$ cat src/rtl/rv32i_decode_execute.sv
// Decode/execute datapath of the multi-cycle RV32I core: decoder, integer ALU and PC unit.
// Define MISALIGN_CHECK_EN to block misaligned control-flow targets and pulse misaligned.
module rv32i_decode_execute #(
    parameter logic [31:0] RESET_PC = 32'h0000_0000
) (
    input  logic        clk,
    input  logic        rst,
    input  logic        decode_en,
    input  logic        execute_en,
    input  logic [31:0] instr,
    output logic [4:0]  rs1_addr,
    output logic [4:0]  rs2_addr,
    input  logic [31:0] rs1_data,
    input  logic [31:0] rs2_data,
    output logic [31:0] op1,
    output logic [31:0] op2,
    output logic [31:0] op3,
    output logic [4:0]  rd,
    output logic [31:0] pc,
    output logic [31:0] result,
    output logic        alu_valid,
    output logic        halted,
    output logic        misaligned
);
    localparam logic [6:0] OPC_OP     = 7'b0110011;
    localparam logic [6:0] OPC_OP_IMM = 7'b0010011;
    localparam logic [6:0] OPC_LOAD   = 7'b0000011;
    localparam logic [6:0] OPC_STORE  = 7'b0100011;
    localparam logic [6:0] OPC_BRANCH = 7'b1100011;
    localparam logic [6:0] OPC_JAL    = 7'b1101111;
    localparam logic [6:0] OPC_JALR   = 7'b1100111;
    localparam logic [6:0] OPC_LUI    = 7'b0110111;
    localparam logic [6:0] OPC_AUIPC  = 7'b0010111;
    localparam logic [31:0] EBREAK_INSTR = 32'h0010_0073;

    logic [6:0]  opcode;
    logic [2:0]  funct3;
    logic [31:0] imm_i, imm_s, imm_b, imm_u, imm_j;

    assign opcode   = instr[6:0];
    assign funct3   = instr[14:12];
    assign rs1_addr = instr[19:15];
    assign rs2_addr = instr[24:20];

    assign imm_i = {{20{instr[31]}}, instr[31:20]};
    assign imm_s = {{20{instr[31]}}, instr[31:25], instr[11:7]};
    assign imm_b = {{19{instr[31]}}, instr[31], instr[7], instr[30:25], instr[11:8], 1'b0};
    assign imm_u = {instr[31:12], 12'b0};
    assign imm_j = {{11{instr[31]}}, instr[31], instr[19:12], instr[20], instr[30:21], 1'b0};

    logic [31:0] dec_op1, dec_op2, dec_op3;
    logic [4:0]  dec_rd;

    always_comb begin
        dec_op1 = '0;
        dec_op2 = '0;
        dec_op3 = '0;
        dec_rd  = '0;
        case (opcode)
            OPC_OP: begin
                dec_op1 = rs1_data;
                dec_op2 = rs2_data;
                dec_rd  = instr[11:7];
            end
            OPC_OP_IMM, OPC_LOAD, OPC_JALR: begin
                dec_op1 = rs1_data;
                dec_op2 = imm_i;
                dec_rd  = instr[11:7];
            end
            OPC_STORE: begin
                dec_op1 = rs1_data;
                dec_op2 = imm_s;
                dec_op3 = rs2_data;
            end
            OPC_BRANCH: begin
                dec_op1 = rs1_data;
                dec_op2 = rs2_data;
                dec_op3 = imm_b;
            end
            OPC_LUI: begin
                dec_op2 = imm_u;
                dec_rd  = instr[11:7];
            end
            OPC_AUIPC: begin
                dec_op1 = pc;
                dec_op2 = imm_u;
                dec_rd  = instr[11:7];
            end
            OPC_JAL: begin
                dec_op1 = pc;
                dec_op3 = imm_j;
                dec_rd  = instr[11:7];
            end
            default: ;
        endcase
    end

    logic [4:0]  shamt;
    logic [31:0] alu_out;

    assign shamt = op2[4:0];

    always_comb begin
        alu_out = '0;
        case (funct3)
            3'b000: begin
                // Immediate forms have no SUB; instr[30] is ordinary immediate data there.
                if (opcode == OPC_OP && instr[30]) alu_out = op1 - op2;
                else                               alu_out = op1 + op2;
            end
            3'b001: alu_out = op1 << shamt;
            3'b010: alu_out = {31'b0, $signed(op1) < $signed(op2)};
            3'b011: alu_out = {31'b0, op1 < op2};
            3'b100: alu_out = op1 ^ op2;
            3'b101: begin
                if (instr[30]) alu_out = $signed(op1) >>> shamt;
                else           alu_out = op1 >> shamt;
            end
            3'b110: alu_out = op1 | op2;
            3'b111: alu_out = op1 & op2;
            default: ;
        endcase
        if (opcode == OPC_LUI || opcode == OPC_AUIPC) alu_out = op1 + op2;
    end

    logic taken;

    always_comb begin
        taken = 1'b0;
        case (funct3)
            3'b000:  taken = (op1 == op2);
            3'b001:  taken = (op1 != op2);
            3'b100:  taken = ($signed(op1) < $signed(op2));
            3'b101:  taken = !($signed(op1) < $signed(op2));
            3'b110:  taken = (op1 < op2);
            3'b111:  taken = !(op1 < op2);
            default: taken = 1'b0;
        endcase
    end

    logic [31:0] link, target, exec_result;
    logic        redirect, exec_wb, exec_fire, is_ebreak, pc_hold;

    assign link = pc + 32'd4;

    always_comb begin
        target      = pc + op3;
        redirect    = 1'b0;
        exec_result = '0;
        exec_wb     = 1'b0;
        case (opcode)
            OPC_OP, OPC_OP_IMM, OPC_LUI, OPC_AUIPC: begin
                exec_result = alu_out;
                exec_wb     = 1'b1;
            end
            OPC_JAL: begin
                redirect    = 1'b1;
                exec_result = link;
                exec_wb     = 1'b1;
            end
            OPC_JALR: begin
                redirect    = 1'b1;
                target      = (op1 + op2) & 32'hFFFF_FFFE;
                exec_result = link;
                exec_wb     = 1'b1;
            end
            OPC_BRANCH: redirect = taken;
            default: ;
        endcase
    end

    // Strobes are single-cycle commands from the core FSM with no backpressure:
    // decode_en wins over execute_en, and execute is ignored entirely once halted.
    assign is_ebreak = (instr == EBREAK_INSTR);
    assign exec_fire = execute_en && !decode_en && !halted;

`ifdef MISALIGN_CHECK_EN
    logic target_bad;

    assign target_bad = redirect && (target[1:0] != 2'b00);
    assign pc_hold    = target_bad;

    always_ff @(posedge clk or negedge rst) begin
        if (!rst) misaligned <= 1'b0;
        else      misaligned <= exec_fire && !is_ebreak && target_bad;
    end
`else
    assign pc_hold    = 1'b0;
    assign misaligned = 1'b0;
`endif

    logic [31:0] result_q;

    always_ff @(posedge clk or negedge rst) begin
        if (!rst) begin
            pc        <= RESET_PC;
            op1       <= '0;
            op2       <= '0;
            op3       <= '0;
            rd        <= '0;
            result_q  <= '0;
            alu_valid <= 1'b0;
            halted    <= 1'b0;
        end else begin
            alu_valid <= 1'b0;
            if (decode_en) begin
                op1 <= dec_op1;
                op2 <= dec_op2;
                op3 <= dec_op3;
                rd  <= dec_rd;
            end else if (exec_fire) begin
                result_q <= exec_result;
                if (is_ebreak) begin
                    halted <= 1'b1;
                end else begin
                    alu_valid <= exec_wb;
                    if (!redirect)    pc <= link;
                    else if (!pc_hold) pc <= target;
                end
            end
        end
    end

    assign result = result_q;

endmodule

$ cat config.mk
export PLATFORM = sky130hd
export DESIGN_NAME = rv32i_decode_execute
export DESIGN_NICKNAME = d
export VERILOG_FILES = /design/src/rtl/rv32i_decode_execute.sv
export SDC_FILE = /design/constraint.sdc
export NUM_CORES = 1
export LEC_CHECK = 0
export BUFFER_PORTS_ARGS = -buffer_cell sky130_fd_sc_hd__buf_2
export CELL_PAD_IN_SITES_DETAIL_PLACEMENT = 1
export CELL_PAD_IN_SITES_GLOBAL_PLACEMENT = 1
export CORE_MARGIN = 3
export CORE_UTILIZATION = 35
export DETAILED_ROUTE_END_ITERATION = 8
export PLACE_DENSITY_LB_ADDON = 0.2
export SYNTH_ARGS = -nofsm -noshare
export SYNTH_HDL_FRONTEND = slang
export SYNTH_SLANG_ARGS = --single-unit
export TNS_END_PERCENT = 5
$ cat constraint.sdc
create_clock -name clk -period 8 [get_ports clk]
set_clock_uncertainty 0.1 [all_clocks]
set_input_delay 0.4 -clock clk [delete_from_list [all_inputs] [get_ports clk]]
set_output_delay 0.4 -clock clk [all_outputs]
set_load 0.03 [all_outputs]
# == After elaboration in Yosys (flattened, before gate mapping) ==
# Index checks and enable logic that the tools add are counted.
# totals
regBits,167
out_inout_bits,178
# op_classes
n_addsub,4
n_lt_le_gt_ge,2
eq_ne,19
shifts,3
mux,17
bitwise_logic,5
n_reduce_logical,21
# op_table
op,n
one-hot mux 32 bit (8 select lines),1
two-way mux 32 bit,5
one-hot mux 32 bit (2 select lines),2
one-hot mux 32 bit (4 select lines),1
one-hot mux 32 bit (3 select lines),1
adder 32 bit,2
< comparator 32 bit,2
adder 32 x 3 -> 32 bit (second input constant),1
AND 32 bit,1
== test 32 x 21 -> 1 bit (second input constant),1
== test 32 bit,1
inequality test 32 bit,1
OR 32 bit,1
<< shifter 32 x 5 -> 32 bit,1
>> shifter 32 x 5 -> 32 bit,1
>>> shifter 32 x 5 -> 32 bit,1
subtractor 32 bit,1
XOR 32 bit,1
== test 7 x 6 -> 1 bit (second input constant),3
== test 7 bit (second input constant),3
== test 7 x 5 -> 1 bit (second input constant),2
== test 3 bit (second input constant),4
OR reduction 6 bit,2
OR reduction 2 bit,4
other kinds (17),28

# == Longest topological paths before layout ==
# depth
ltp_word,6
ltp_mapped,19
ltp_nobuf,15

# == Worst setup path before layout ==
# No wires, ideal clock.
# synth_path
kind,register to register
from,register op2[2]
to,"register result_q[28], in the netlist result[28]"
setup_ns,0.129
t_arrival_ns,4.033
setup_slack_ns,3.737
path_stages_with_launch,17
n_path_buf,3
path_cell_list,dfrtp_1 clkinv_1 buf_1 clkbuf_1 ha_1 buf_2 a211oi_2 o21ai_0 a211oi_1 a21oi_1 a211o_1 a21boi_1 nor2_1 a211oi_1 xnor2_1 o2111ai_1 nand3_1
# synth_between
elab_chain_cells,5
# synth_rtl
element,line,text
from (decl),16,"output logic [31:0] op2,"
from (signal assigned),208,op2 <= dec_op2;
"adder 32 bit, or another cell as far along","109, 123",
two-way mux 32 bit (on tied branches),"108, 116",
one-hot mux 32 bit (8 select lines),105,case (funct3)
two-way mux 32 bit *,123,if (opcode == OPC_LUI || opcode == OPC_AUIPC) alu_out = op1 + op2;
one-hot mux 32 bit (2 select lines) *,151,case (opcode)
to (signal assigned),212,result_q <= exec_result;
to (decl),192,logic [31:0] result_q;
# Mark *: on every way between the ends. The rest lies on a longest branch, timed or not.
# A chain may end at the register's enable or synchronous reset.

# == Worst setup path after layout ==
# layout_path
from,register op2[2]
to,register pc[19]
# layout_between
elab_chain_cells,5
# layout_rtl
element,line,text
< comparator 32 bit (on tied branches),--,
zero test 1 bit (on tied branches),"136, 134",
one-hot mux 1 bit (6 select lines),130,case (funct3)
one-hot mux 1 bit (2 select lines),151,
two-way mux 32 bit *,217,if (!redirect) pc <= link;
to (signal assigned),217,
to (signal assigned),218,else if (!pc_hold) pc <= target;
to (decl),19,"output logic [31:0] pc,"
# Marks and branches as above.

==> impl_results.md <==
- Resize count post-CTS: 0
- CP required: 8.29 ns
- CTS buffer count: 17
- Leak: about 9 nW
- Max-cap violation count: 0
- # setup viols final: 0
- CP Capture Type: register
- Clock Latency Late Sink: 0.51 ns
- Post-synth EDFFs: 0
- Post-synth design cell area: 0.0191 mm2
- Layout Utilization: 0.402
- Synth area leaders: dfrtp_1, ha_1, a21oi_1
- Mapped Cells: 2491
- H-Tree Depth: 4
- Crit path from: op2[2]
- Unrepaired setup endpoints after global routing: no
- Number of global-route vias before repair: 21200
- Reg2Reg Depth: 14
- Logic pwr share: 0.420
- DIE HEIGHT: 239 um
- Status: completed
- Total clock sinks: 167
- Final Routed Wirelength: 105 mm
- Synth warn: 0
- Sequential power share: 0.324
- Sw Share: 0.466
- Reg-to-reg endpoint: pc[19]
- Vias: ~22000
- GRT Total Usage: 0.359
- CP bufs+invs: 3
- Total gr overflow: 0
- Initial antenna violation count: 5
- Slew @ Worst Pin: 1.30 ns
- R2R Setup Slk: between 2 and 3 ns
- Commonest non-fill, non-tap cell in the layout: nor2_1
- Share of cells above drive strength 1: 0.173
- Switching power: 0.00163 W
- Post-synth top area share: 0.219
- Die Wd: 239 um
- Highest cell delay on the worst timing path: 0.68 ns
- Mean area per synthesized cell: 7.66 um2
- Reg-to-reg startpoint: op2[2]
- Die area: about 0.057 mm2
- CORE AREA: 0.0533 mm2
- Critical Path Stages: 14
- Final period util: 0.650
- Setup TNS: 0 ns
- Post-DP HPWL: around 81 mm
- DRT Pass-1 Iters: 6
- Worst-case clock buffer depth: 2
- Min Tclk post-route: 5.20 ns
- Critical Path Source Type: register
- Site Rows: 84
- CP top delay family: compound AO/OA/AOI/OAI gates
- Crit-path cells: buf_4 > inv_2 > ha_1 > nand2b_1 > a21oi_1 > o21ai_0 > a21oi_1 > or3_1 > a311oi_1 > o31a_1 > o211a_1 > buf_4 > nor2_4 > a221o_1
- VDD IR-drop max: 0.107 mV
- Int Pwr: around 0.0019 W
- CP Max Fanout: 53
- Fmax: 192 MHz
- Largest net degree at the start of global routing: 87
- Vias/cell: 6.57
- PwrDens: between 150 and 200 mW/mm2
- First-pass GRT wire length: 151 mm
- Top_reg_cell synth: dfrtp_1
- Min-delay worst type: input port to register
- CP Class: register to register
- CTS tree: done
- Cell taking the most area after synthesis: dfrtp_1
- Ys async rst share: 1.00
- Worst Path Arrival: around 5.5 ns
- DR iter-0 viols: 2247
- Starting Density: 0.358
- WL/cell: 31.5 um
- Syn Nets: 2723
- Worst rel slew slack: 0.131
- Root Buffer: clkbuf_16
- Slowest CP cell: o211a_1
- Flops & latches, synth: 167
- PortBufs: 276
- Post-route ant nets: 0
- Final count of hold timing violations: 0
- Crit path to: pc[19]
- Unique masters post-synth: 87
- # IOs: 278
- Most frequent cells in the layout: nor2_1, a21oi_1, buf_2
- Fin nets: approximately 2900
- Pins Over Slew Limit: 0
- Clk slew on worst S/H paths: about 0.080 ns
- Seq/Total Area, Yosys: 0.219
- Clock network fraction of total power: 0.255
- RePlAce Congestion: 1.01
- Fillcell total: 6582
- DRC: 0
- Area Overhead vs Synth: 12.3%
## kinds of logic after synthesis
| group | after synthesis | share of synthesized area |
|---|---|---|
| AOI/OAI and AO/OA | 939 | 0.315 |
| xor gates and xnor gates | 109 | 0.0500 |
| adders and majority gates | 132 | 0.0877 |
| buffers and inverters | 323 | 0.0694 |
| DFF | 167 | 0.219 |
| muxes | 109 | 0.0923 |
| other | 1 | 0.000197 |
| and+or+nand+nor | 711 | 0.166 |
## synth_stat cells (20+ instances only)
cell / instances
a21oi_1: 304
nand3_1: 38
a211oi_1: 34
xnor2_1: 80
o21bai_1: 27
a21o_1: 26
o211ai_1: 28
nor3_1: 49
ha_1: 129
nor2_1: 307
inv_1: 110
nand2_1: 181
mux2i_1: 50
o21ai_0: 197
a22oi_1: 52
buf_1: 24
a31oi_1: 26
clkbuf_1: 149
o221ai_1: 21
o22ai_1: 39
and3_1: 20
mux4_2: 53
xor2_1: 29
dfrtp_1: 167
a221oi_1: 56
## area by class of cell
class	count	area (um2)	share of cell area
inverter	114	428	0.0200
antenna	2	5.00	0.000234
clock inverter	12	118	0.00549
multi-input combinational	2001	13600	0.635
sequential	167	4190	0.195
tap	688	861	0.0402
clock buffer	20	467	0.0218
timing repair buffer	323	1750	0.0815
## worst reg2reg max path: cells and delay by family, from the launching register on
kind | cells | cell delay, ns
AND/OR/NAND/NOR | 3 | 0.78
adder cells (fa/ha/maj) | 1 | 0.57
AO/OA/AOI/OAI | 7 | 2.29
flip-flops | 1 | 0.34
buffers and inverters | 3 | 1.01
## state kept, by name, indices dropped and copies added (netlist names)
register / count
op2: 32
alu_valid: 1
result: 32
op3: 32
op1: 32
rd: 5
pc: 32
halted: 1
## metal layers
layer | track usage | wire length (um)
met5 | 0 | 0
met4 | 0.154 | 4660
met3 | 0.0630 | 8670
met2 | 0.546 | 45900
met1 | 0.501 | 45500
## metrics by stage
stage / setup WS [ns] / hold slack (ns) / power [W] / cell area, um2 / instances
after floorplan: 3.74 / 0.00441 / 0.00201 / 19100 / 2491
after global placement: 3.04 / 0.357 / 0.00255 / 20800 / 3292
after detailed placement: 2.91 / 0.360 / 0.00258 / 20800 / 3292
after CTS: 2.88 / 0.0230 / 0.00347 / 21400 / 3325
after global routing: 2.49 / 0.0468 / 0.00365 / 21400 / 3325
final: 2.80 / 0.0467 / 0.00349 / 21400 / 3327
## power groups by stage
| stage | Clock, W | Combinational, W | Sequential (W) |
|---|---|---|---|
| floorplan | 0 | 0.000817 | 0.00119 |
| global placement | 0 | 0.00142 | 0.00114 |
| detailed placement | 0 | 0.00143 | 0.00114 |
| CTS | 0.000903 | 0.00144 | 0.00113 |
| global route | 0.000932 | 0.00157 | 0.00114 |
| finish | 0.000892 | 0.00147 | 0.00113 |
## worst min path at each step
stage,slack (ns),end,start,depth (start not counted)
2_1_floorplan,0.004,alu_valid,rst,0
3_3_place_gp,0.36,op3[27],rst,1
3_5_place_dp,0.36,op3[27],rst,1
4_1_cts,0.02,op3[25],rs2_data[25],3
5_1_grt,0.05,op3[29],rs2_data[29],3
6_report,0.05,op3[29],rs2_data[29],3
## what timing repair did
| item | 4_1_cts | 5_1_grt |
|---|---|---|
| endpoints found under the hold margin | 61 | 0 |
| buffers inserted | 0 | 0 |
| hold buffers | 1 | 0 |
(Power assumes the default switching activity.)
